===== src/rtl/tlm_sched_pkg.sv =====
// Shared types and helpers for the batch scheduler: FSM states, round-robin pick, id width.
package tlm_sched_pkg;

    typedef enum logic [1:0] {
        IDLE  = 2'd0,
        XMIT  = 2'd1,
        DRAIN = 2'd2
    } sched_state_e;

    localparam int MAX_REQ = 8;

    function automatic int id_width(input int nreq);
        return (nreq > 1) ? $clog2(nreq) : 1;
    endfunction

    // First set bit of req at or above ptr, wrapping within nreq requesters.
    function automatic logic [2:0] rr_pick(input logic [MAX_REQ-1:0] req,
                                           input logic [2:0]         ptr,
                                           input int                 nreq);
        logic [2:0] pick;
        logic       found;
        int         idx;
        pick  = '0;
        found = 1'b0;
        for (int i = 0; i < MAX_REQ; i++) begin
            idx = (int'(ptr) + i) % nreq;
            if (i < nreq && !found && req[idx[2:0]]) begin
                pick  = idx[2:0];
                found = 1'b1;
            end
        end
        return pick;
    endfunction

endpackage


===== src/rtl/tlm_sched_retire_pipe.sv =====
// Carries {valid, id, last} of issued items DEPTH cycles so they line up with the datapath result.
module tlm_sched_retire_pipe #(
    parameter int DEPTH = 1,
    parameter int IDW   = 1
) (
    input  logic           clk_i,
    input  logic           reset_i,
    input  logic           in_valid,
    input  logic [IDW-1:0] in_id,
    input  logic           in_last,
    output logic           out_valid,
    output logic [IDW-1:0] out_id,
    output logic           out_last
);

    logic           vld_q  [DEPTH];
    logic [IDW-1:0] id_q   [DEPTH];
    logic           last_q [DEPTH];

    always_ff @(posedge clk_i) begin
        if (reset_i) begin
            for (int k = 0; k < DEPTH; k++) begin
                vld_q[k]  <= 1'b0;
                id_q[k]   <= '0;
                last_q[k] <= 1'b0;
            end
        end else begin
            vld_q[0]  <= in_valid;
            id_q[0]   <= in_id;
            last_q[0] <= in_last;
            for (int k = 1; k < DEPTH; k++) begin
                vld_q[k]  <= vld_q[k-1];
                id_q[k]   <= id_q[k-1];
                last_q[k] <= last_q[k-1];
            end
        end
    end

    assign out_valid = vld_q[DEPTH-1];
    assign out_id    = id_q[DEPTH-1];
    assign out_last  = last_q[DEPTH-1];

endmodule


===== src/rtl/tlm_batch_sched.sv =====
// Round-robin batch scheduler sharing one A/B->res datapath; item latency 1+DP_LATENCY+1, no rsp backpressure.
// Optional per-requester statistics counters under TLM_BATCH_SCHED_STATS_EN.
module tlm_batch_sched
    import tlm_sched_pkg::*;
#(
    parameter int  NREQ       = 2,
    parameter int  NUM        = 100,
    parameter int  ITEM_WIDTH = 8,
    parameter int  DP_LATENCY = 1,
    localparam int IDW        = id_width(NREQ)
) (
    input  logic                       clk_i,
    input  logic                       reset_i,
    input  logic [NREQ-1:0]            req_valid_i,
    output logic [NREQ-1:0]            req_ready_o,
    input  logic [NREQ*ITEM_WIDTH-1:0] req_a_i,
    input  logic [NREQ*ITEM_WIDTH-1:0] req_b_i,
    input  logic [NREQ-1:0]            req_last_i,
    output logic [ITEM_WIDTH-1:0]      dp_a_o,
    output logic [ITEM_WIDTH-1:0]      dp_b_o,
    output logic                       dp_valid_o,
    input  logic [ITEM_WIDTH-1:0]      dp_res_i,
    output logic                       rsp_valid_o,
    output logic [ITEM_WIDTH-1:0]      rsp_data_o,
    output logic [IDW-1:0]             rsp_id_o,
    output logic                       rsp_last_o,
    output logic                       busy_o
`ifdef TLM_BATCH_SCHED_STATS_EN
   ,output logic [NREQ*16-1:0]         stat_batches_o,
    output logic [NREQ*32-1:0]         stat_items_o
`endif
);

    localparam int CW = $clog2(NUM + 1);

    sched_state_e   state_q, state_d;
    logic [IDW-1:0] grant_q, rr_q, pick, dp_id_q, ret_id;
    logic [CW-1:0]  cnt_q;
    logic [2:0]     drain_q;
    logic           xfer, close_batch, drain_done, dp_last_q, ret_valid, ret_last;

    assign pick        = IDW'(rr_pick(8'(req_valid_i), 3'(rr_q), NREQ));
    assign xfer        = (state_q == XMIT) && req_valid_i[grant_q];
    assign close_batch = xfer && (req_last_i[grant_q] || cnt_q == CW'(NUM - 1));
    assign drain_done  = (state_q == DRAIN) && (drain_q == 3'(DP_LATENCY));
    assign busy_o      = (state_q != IDLE);

    always_ff @(posedge clk_i) begin
        if (reset_i) state_q <= IDLE;
        else         state_q <= state_d;
    end

    always_comb begin
        state_d     = state_q;
        req_ready_o = '0;
        unique case (state_q)
            IDLE:  if (|req_valid_i) state_d = XMIT;
            XMIT: begin
                req_ready_o[grant_q] = 1'b1;
                if (close_batch) state_d = DRAIN;
            end
            DRAIN: if (drain_done) state_d = IDLE;
            default: state_d = IDLE;
        endcase
    end

    always_ff @(posedge clk_i) begin
        if (reset_i) begin
            grant_q     <= '0;
            rr_q        <= '0;
            cnt_q       <= '0;
            drain_q     <= '0;
            dp_a_o      <= '0;
            dp_b_o      <= '0;
            dp_valid_o  <= 1'b0;
            dp_id_q     <= '0;
            dp_last_q   <= 1'b0;
            rsp_valid_o <= 1'b0;
            rsp_data_o  <= '0;
            rsp_id_o    <= '0;
            rsp_last_o  <= 1'b0;
        end else begin
            if (state_q == IDLE && |req_valid_i) grant_q <= pick;
            if (close_batch)  cnt_q <= '0;
            else if (xfer)    cnt_q <= cnt_q + 1'b1;
            // drain_q counts DRAIN cycles so every issued item has retired before re-arbitration
            drain_q <= (state_q == DRAIN && !drain_done) ? drain_q + 3'd1 : 3'd0;
            if (drain_done) rr_q <= IDW'((int'(grant_q) + 1) % NREQ);
            dp_valid_o <= xfer;
            dp_last_q  <= close_batch;
            if (xfer) begin
                dp_a_o  <= req_a_i[grant_q*ITEM_WIDTH +: ITEM_WIDTH];
                dp_b_o  <= req_b_i[grant_q*ITEM_WIDTH +: ITEM_WIDTH];
                dp_id_q <= grant_q;
            end
            rsp_valid_o <= ret_valid;
            rsp_last_o  <= ret_valid && ret_last;
            if (ret_valid) begin
                rsp_data_o <= dp_res_i;
                rsp_id_o   <= ret_id;
            end
        end
    end

    tlm_sched_retire_pipe #(
        .DEPTH (DP_LATENCY),
        .IDW   (IDW)
    ) u_retire (
        .clk_i     (clk_i),
        .reset_i   (reset_i),
        .in_valid  (dp_valid_o),
        .in_id     (dp_id_q),
        .in_last   (dp_last_q),
        .out_valid (ret_valid),
        .out_id    (ret_id),
        .out_last  (ret_last)
    );

`ifdef TLM_BATCH_SCHED_STATS_EN
    always_ff @(posedge clk_i) begin
        if (reset_i) begin
            stat_batches_o <= '0;
            stat_items_o   <= '0;
        end else begin
            for (int r = 0; r < NREQ; r++) begin
                if (drain_done && grant_q == IDW'(r) && stat_batches_o[r*16 +: 16] != 16'hFFFF)
                    stat_batches_o[r*16 +: 16] <= stat_batches_o[r*16 +: 16] + 16'd1;
                if (xfer && grant_q == IDW'(r) && stat_items_o[r*32 +: 32] != 32'hFFFF_FFFF)
                    stat_items_o[r*32 +: 32] <= stat_items_o[r*32 +: 32] + 32'd1;
            end
        end
    end
`endif

endmodule


===== config.mk =====
export PLATFORM = sky130hd
export DESIGN_NAME = tlm_batch_sched
export DESIGN_NICKNAME = d
export VERILOG_FILES = /design/src/rtl/tlm_sched_pkg.sv /design/src/rtl/tlm_sched_retire_pipe.sv /design/src/rtl/tlm_batch_sched.sv
export SDC_FILE = /design/constraint.sdc
export NUM_CORES = 1
export LEC_CHECK = 0
export CAP_MARGIN = 20
export CORE_MARGIN = 1.5
export CORE_UTILIZATION = 44
export CTS_CLUSTER_SIZE = 14
export DETAILED_ROUTE_END_ITERATION = 10
export GPL_ROUTABILITY_DRIVEN = 0
export GPL_TIMING_DRIVEN = 0
export PLACE_DENSITY = 0.8
export SYNTH_ARGS = -nofsm -noshare
export SYNTH_HDL_FRONTEND = slang
export SYNTH_SLANG_ARGS = --single-unit

===== constraint.sdc =====
create_clock -name clk_i -period 1.6 [get_ports clk_i]
set_input_delay 0.48 -clock clk_i [delete_from_list [all_inputs] [get_ports clk_i]]
set_output_delay 0.48 -clock clk_i [all_outputs]
set_load 0.01 [all_outputs]

==> results by group, run 1 <==
Outcome
  – Status: complete, no violations

Finish
  – Synth-to-layout area growth: 47.6%
  – Util after Layout: 0.687
  – Layout cell share with drive strength beyond 1: 0.192
  – Inserted Diodes: 0
  – Most frequent cells in the layout: dfxtp_1, clkdlybuf4s50_1, nor2_1
  – Leading cell type in the layout, fill and taps excluded: dfxtp_1
  – # fillers: 367
  – Nets: 335

Global routing
  – Gr usage total: 0.194
  – First-pass GRT wire length: 7.87 mm
  – Initial antenna violation count: 0
  – Overflow after GRT: 0
  – Vias in the first global route: 1721
  – Pin count of the biggest net entering global routing: 16

Routing
  – Vias/cell: 4.98
  – DR vias: 1687
  – Initial detailed-routing violation count: 69
  – Total iterations of the first detailed-routing run: 4
  – Final wirelength: 4.58 mm
  – Detailed-route DRC error count: 0
  – DRT antenna net count: 0
  – DR WL/cell: 13.5 um

Clock tree
  – Cts bufs inserted: 5
  – Clock buffer depth: 2
  – Clk slew on worst S/H paths: 80 ps
  – Clock Sinks: 47
  – H-tree lvl count: 2
  – CTS tree: built
  – Worst skew pair latency: 300 ps
  – Clk root buf: clkbuf_8
  – Cts hold-fix bufs: 0

Synth
  – Cell Area, Synth: 2050 um^2
  – Ys async rst share: 0
  – Largest family of logic cells by synthesized area: simple AND/OR/NAND/NOR gates
  – Number of enable flip-flop cells after synthesis: 0
  – Post-Syn Instances: 199
  – Avg Inst Size Synth: 10.3 um^2
  – Adder-Cell Fraction of Synth Area: 0.0183
  – Simple-Gate Fraction of Synth Area: 0.183
  – Net count after synthesis: 248
  – Seq cells post-synth: 47
  – Synth Area in XOR/XNOR: 0.0256
  – Post-synth top flop: dfxtp_1
  – Ys Warns: 0
  – Yosys cell types: 37
  – Seq/Total Area, Yosys: 0.458
  – Mux contribution to synthesized area: 0.145
  – Post-synthesis compound-gate area fraction: 0.127

Timing
  – Worst Max-Slew Pin Slew: 338 ps
  – Final worst clock skew: 9.28 ps
  – Endpoints failing setup: 0
  – Final period util: 0.997
  – Max-slew violations: 0
  – Period minus WS final: 1600 ps
  – Slew margin rel.: 0.770
  – Setup slack after layout: 4.80 ps
  – RSZ-0062 raised after global routing: yes
  – Hold Vio Cnt, Final: 0
  – Max frequency: 627 MHz

Worst setup path
  – Critical Path RT: 1120 ps
  – Critical path buffers and inverters: 3
  – Worst stage delay on the critical path: 310 ps
  – Crit Path Category: flop to output pin
  – Critical-path maximum fanout: 5
  – Crit path cell chain: buf_6, buf_8, and2_4, buf_6
  – CP Data Arrival Time: 1120 ps
  – Endpoint type of the worst setup path: output pin
  – Slowest-stage cell, CP: dfxtp_1
  – Worst Setup Start Kind: flop
  – Cell mode on critical path: buf_6
  – CP top delay family: buffers and inverters

Placement
  – Pre-CTS WS: -499 ps
  – Placed wire-length estimate: 3.30 mm
  – PortBufs: 76

Power and ir drop
  – Leakage Power: 1.22 nW
  – Worst VDD drop: 0.529 mV
  – PwrDens: 832 nW/um^2

Floorplan
  – Rows: 24
  – Full die area: 5090 um^2
  – Initial core utilization: 0.465
  – Die W: 71.3 um
  – Core area: 4410 um^2
  – Die Y: 71.3 um
  – Number of I/O pins: 77

Flow run
  – Max Cap Viol: 0

Hold path
  – Worst Hold Class: flop to flop
==> metrics by stage <==
stage	total power, W	instances	hold slack [ps]	area, um^2	setup TNS (ps)
floorplan	0.00154	199	406	2050	0
global placement	0.00179	327	412	2880	-14890
detailed placement	0.00180	327	416	2880	-15590
CTS	0.00254	340	435	3020	-29.3
global route	0.00264	339	460	3030	-52.8
finish	0.00252	339	431	3030	0
==> area by class of cell <==
type	count	area, um^2	share of cell area
Multi-Input combinational cell	136	1060	0.349
Buffer	11	86.3	0.0285
Inverter	4	15.0	0.00495
Clock inverter	2	16.3	0.00536
Sequential cell	47	948	0.313
Tap cell	52	65.1	0.0215
Clock buffer	6	82.6	0.0272
Timing Repair Buffer	81	761	0.251
==> flip-flops by register name, summed over array words and instances, names as in the netlist <==
signal / cells
cnt_q: 7
dp_a_o: 8
dp_b_o: 8
dp_id_q: 1
dp_last_q: 1
dp_valid_o: 1
drain_q: 3
grant_q: 1
rr_q: 1
rsp_data_o: 8
rsp_id_o: 1
rsp_last_o: 1
rsp_valid_o: 1
state_q: 2
u_retire.id_q: 1
u_retire.last_q: 1
u_retire.vld_q: 1
==> timing repair <==
item	4_1_cts	5_1_grt
endpoints found under the setup margin	67	39
pin swaps	0	2
buffers inserted	5	0
gates resized for setup	57	7
gates cloned	0	0
hold endpoints to repair	0	0
==> report_power, final <==
part / internal, W / switching [W] / total (W)
combinational: 0.000282 / 0.000232 / 0.000514
clock: 0.000353 / 0.000404 / 0.000757
sequential: 0.00122 / 0.0000310 / 0.00125
total: 0.00186 / 0.000667 / 0.00252
==> Yosys cell counts (all sizes together), types with 3 or more instances <==
cell type / instances / share of area
dfxtp: 47 / 0.46
nor2: 40 / 0.077
mux2i: 27 / 0.14
a211oi: 16 / 0.088
buf: 9 / 0.030
nor3: 6 / 0.017
xnor2: 6 / 0.026
nand2b: 5 / 0.019
nor2b: 5 / 0.015
inv: 4 / 0.0073
nand2: 4 / 0.0073
clkbuf: 3 / 0.0055
ha: 3 / 0.018
==> layer usage <==
metal	wire length (um)	part of all wire	global-route usage	vias up
li1	-	-	-	859
met1	1930	0.42	0.235	765
met2	2220	0.48	0.328	59
met3	398	0.087	0.0703	4
met4	38	0.0083	0.0440	0
met5	0	0	0	-
==> cell families (layout without fill, tap and decap cells) <==
family,count (synthesis),count (layout)
adder cells (fa/ha/maj),3,3
XOR/XNOR,6,6
buffers and inverters,16,104
multiplexers,28,28
AO/OA/AOI/OAI,26,26
flip-flops,47,47
AND/OR/NAND/NOR,73,73
==> worst paths after layout <==
| path | startpoint | endpoint | slack, ps | cells past startpoint |
|---|---|---|---|---|
| hold / removal | u_retire.last_q[0] | rsp_last_o | 430 | 1 |
| hold reg to reg | u_retire.last_q[0] | rsp_last_o | 430 | 1 |
| setup / recovery | grant_q | req_ready_o[1] | 5 | 4 |
| setup reg to reg | grant_q | state_q[0] | 160 | 5 |
(Power assumes the default switching activity.)
==> run 2, diff against run 1 <==
==> constraint.sdc (replaced) <==
create_clock -name clk_i -period 1.49 [get_ports clk_i]
set_input_delay 0.447 -clock clk_i [delete_from_list [all_inputs] [get_ports clk_i]]
set_output_delay 0.447 -clock clk_i [all_outputs]
set_load 0.01 [all_outputs]
==> results by group, run 2 (synthesis gave the netlist of run 1 again) <==
Timing
  – Period minus WS final: 1580 ps
  – Final period util: 1.06
  – Max frequency: 632 MHz
  – Hold Vio Cnt, Final: 0 (unchanged)
  – Worst Max-Slew Pin Slew: 411 ps (+73.0 ps)
  – Max-slew violations: 0 (unchanged)
  – Final worst clock skew: 8.01 ps (-1.27 ps)
  – Endpoints failing setup: 2 (+2)
  – Slew margin rel.: 0.726 (-0.0443)
  – RSZ-0062 raised after global routing: yes
  – Setup slack after layout: -93.1 ps (-97.9 ps)
  – Fin Hold WS: 434 ps (+3.00 ps)

Global routing
  – First-pass GRT wire length: 7.86 mm (about the same)
  – Pin count of the biggest net entering global routing: 16 (unchanged)
  – Overflow after GRT: 0 (unchanged)
  – Gr usage total: 0.192 (-0.00153)
  – Vias in the first global route: 1753 (+1.9%)
  – Initial antenna violation count: 0 (unchanged)

Floorplan
  – Number of I/O pins: 77 (unchanged)
  – Full die area: 5090 um^2 (unchanged)
  – Core area: 4410 um^2 (unchanged)
  – Rows: 24 (unchanged)
  – Initial core utilization: 0.465 (unchanged)
  – Die Y: 71.3 um (unchanged)
  – Die W: 71.3 um (unchanged)

Worst setup path
  – Worst stage delay on the critical path: 360 ps (+50 ps)
  – R2R depth: 7 (+2)
  – Slowest-stage cell, CP: dfxtp_4
  – Worst Setup Start Kind: flop
  – Crit Path Category: flop to output pin
  – Critical-path maximum fanout: 3 (-2)
  – Critical Path RT: 1040 ps (-80 ps)
  – Crit path cell chain: buf_6, nor2b_4, and2_4, buf_6
  – CP Data Arrival Time: 1140 ps (+20 ps)
  – Cell mode on critical path: buf_6
  – Endpoint type of the worst setup path: output pin

Power and ir drop
  – PwrDens: 879 nW/um^2 (+5.6%)
  – Worst VDD drop: 0.562 mV (+6.1%)
  – Leakage Power: 1.28 nW (+4.3%)
  – Pwr Total: 0.00274 W (+8.6%)

Placement
  – Placed inst area: 2880 um^2 (unchanged)
  – Placed wire-length estimate: 3.30 mm (unchanged)
  – Pre-CTS WS: -576 ps (-77.0 ps)
  – PortBufs: 76 (unchanged)

Hold path
  – Hold Path Cell Cnt: 1 (unchanged)
  – Worst Hold Class: flop to flop

Clock tree
  – Cts bufs inserted: 5 (unchanged)
  – Worst skew pair latency: 300 ps (about the same)
  – CTS tree: built
  – Clk root buf: clkbuf_8
  – Clk slew on worst S/H paths: 90 ps (about the same)
  – H-tree lvl count: 2 (unchanged)
  – Clock Sinks: 47 (unchanged)
  – Clock buffer depth: 2 (unchanged)

Routing
  – Total iterations of the first detailed-routing run: 4 (unchanged)
  – Initial detailed-routing violation count: 80 (+16%)
  – Top sig layer: met4
  – Detailed-route DRC error count: 0 (unchanged)
  – DR WL/cell: 13.5 um (+0.17%)
  – Met3 routed WL: 421 um (+5.8%)
  – Vias/cell: 5.04 (+1.3%)
  – DRT antenna net count: 0 (unchanged)
  – WL met1: 1.99 mm (+3.3%)
  – Met2 wire len: 2.25 mm (+1.4%)
  – Final wirelength: 4.70 mm (+2.5%)
  – DR vias: 1749 (+3.7%)

Finish
  – Inserted Diodes: 0 (unchanged)
  – Nets: 343 (+2.4%)
  – Finished Cell Area: 3120 um^2 (+2.9%)
  – Util after Layout: 0.707 (+0.0198)
  – Layout cell share with drive strength beyond 1: 0.224 (+0.0321)
  – # fillers: 353 (-3.8%)
  – Top Registers: dp_a_o: 8 flops, dp_b_o: 8 flops, rsp_data_o: 8 flops
  – Leading cell type in the layout, fill and taps excluded: dfxtp_1
  – Most frequent cells in the layout: dfxtp_1, clkdlybuf4s50_1, nor2_1
  – Synth-to-layout area growth: 51.9%

Flow run
  – Max Cap Viol: 0 (unchanged)

Outcome
  – Violated checks: setup timing
  – Status: finished, violations left
run 2: cell types whose count changed in the layout (fill, tap and decap cells not counted), sizes merged:
cell,before,now
buf,15,26
clkbuf,9,7
clkdlybuf4s15,1,0
clkdlybuf4s50,43,42
dlymetal6s2s,0,1
run 2: path summary, 6_finish.rpt:
| path | startpoint | end | slack (ps) |
|---|---|---|---|
| max reg2reg | state_q[1] | dp_a_o[3] | 80 |
| min reg2reg | u_retire.last_q[0] | rsp_last_o | 430 |
| min | u_retire.last_q[0] | rsp_last_o | 430 |
| max | state_q[1] | req_ready_o[1] | -90 |
run 2: layer usage:
| metal | global-route usage | vias to the layer above |
|---|---|---|
| met3 | 0.0703 | 4 |
| met5 | 0 | - |
| met1 | 0.236 | 802 |
| met4 | 0.0440 | 0 |
| met2 | 0.322 | 63 |
| li1 | - | 880 |
run 2: worst max-delay path, delay by kind of cell (launching register included):
family	cells	cell delay [ps]
buf+inv	2	210
flops	1	360
simple gates	2	270
run 2: final cells by class:
cell class	count	area, um^2	share of cell area
buffer	10	81.3	0.0261
inverter	4	15.0	0.00481
clock buffer	6	82.6	0.0265
tap	52	65.1	0.0209
clock inverter	2	16.3	0.00521
timing repair buffer	90	832	0.267
sequential	47	952	0.305
multi-input combinational	136	1080	0.345
run 2: power breakdown:
part / internal, W / switching, W / leakage, nW
Combinational: 0.000326 / 0.000254 / 0.845
Sequential: 0.00131 / 0.0000376 / 0.384
Clock: 0.000379 / 0.000434 / 0.0474
Total: 0.00202 / 0.000725 / 1.28
run 2: repair_timing:
item | 4_1_cts | 5_1_grt
pin swaps | 2 | 3
gates cloned | 0 | 0
hold buffers | 0 | 0
endpoints found under the setup margin | 70 | 39
resized for setup | 55 | 17
buffers inserted | 6 | 8
run 2: through the flow:
step,instances,TNS (ps)
after floorplan,199,0
after global placement,327,-18310
after detailed placement,327,-19030
after CTS,340,-263
after global routing,347,-293
final,347,-161
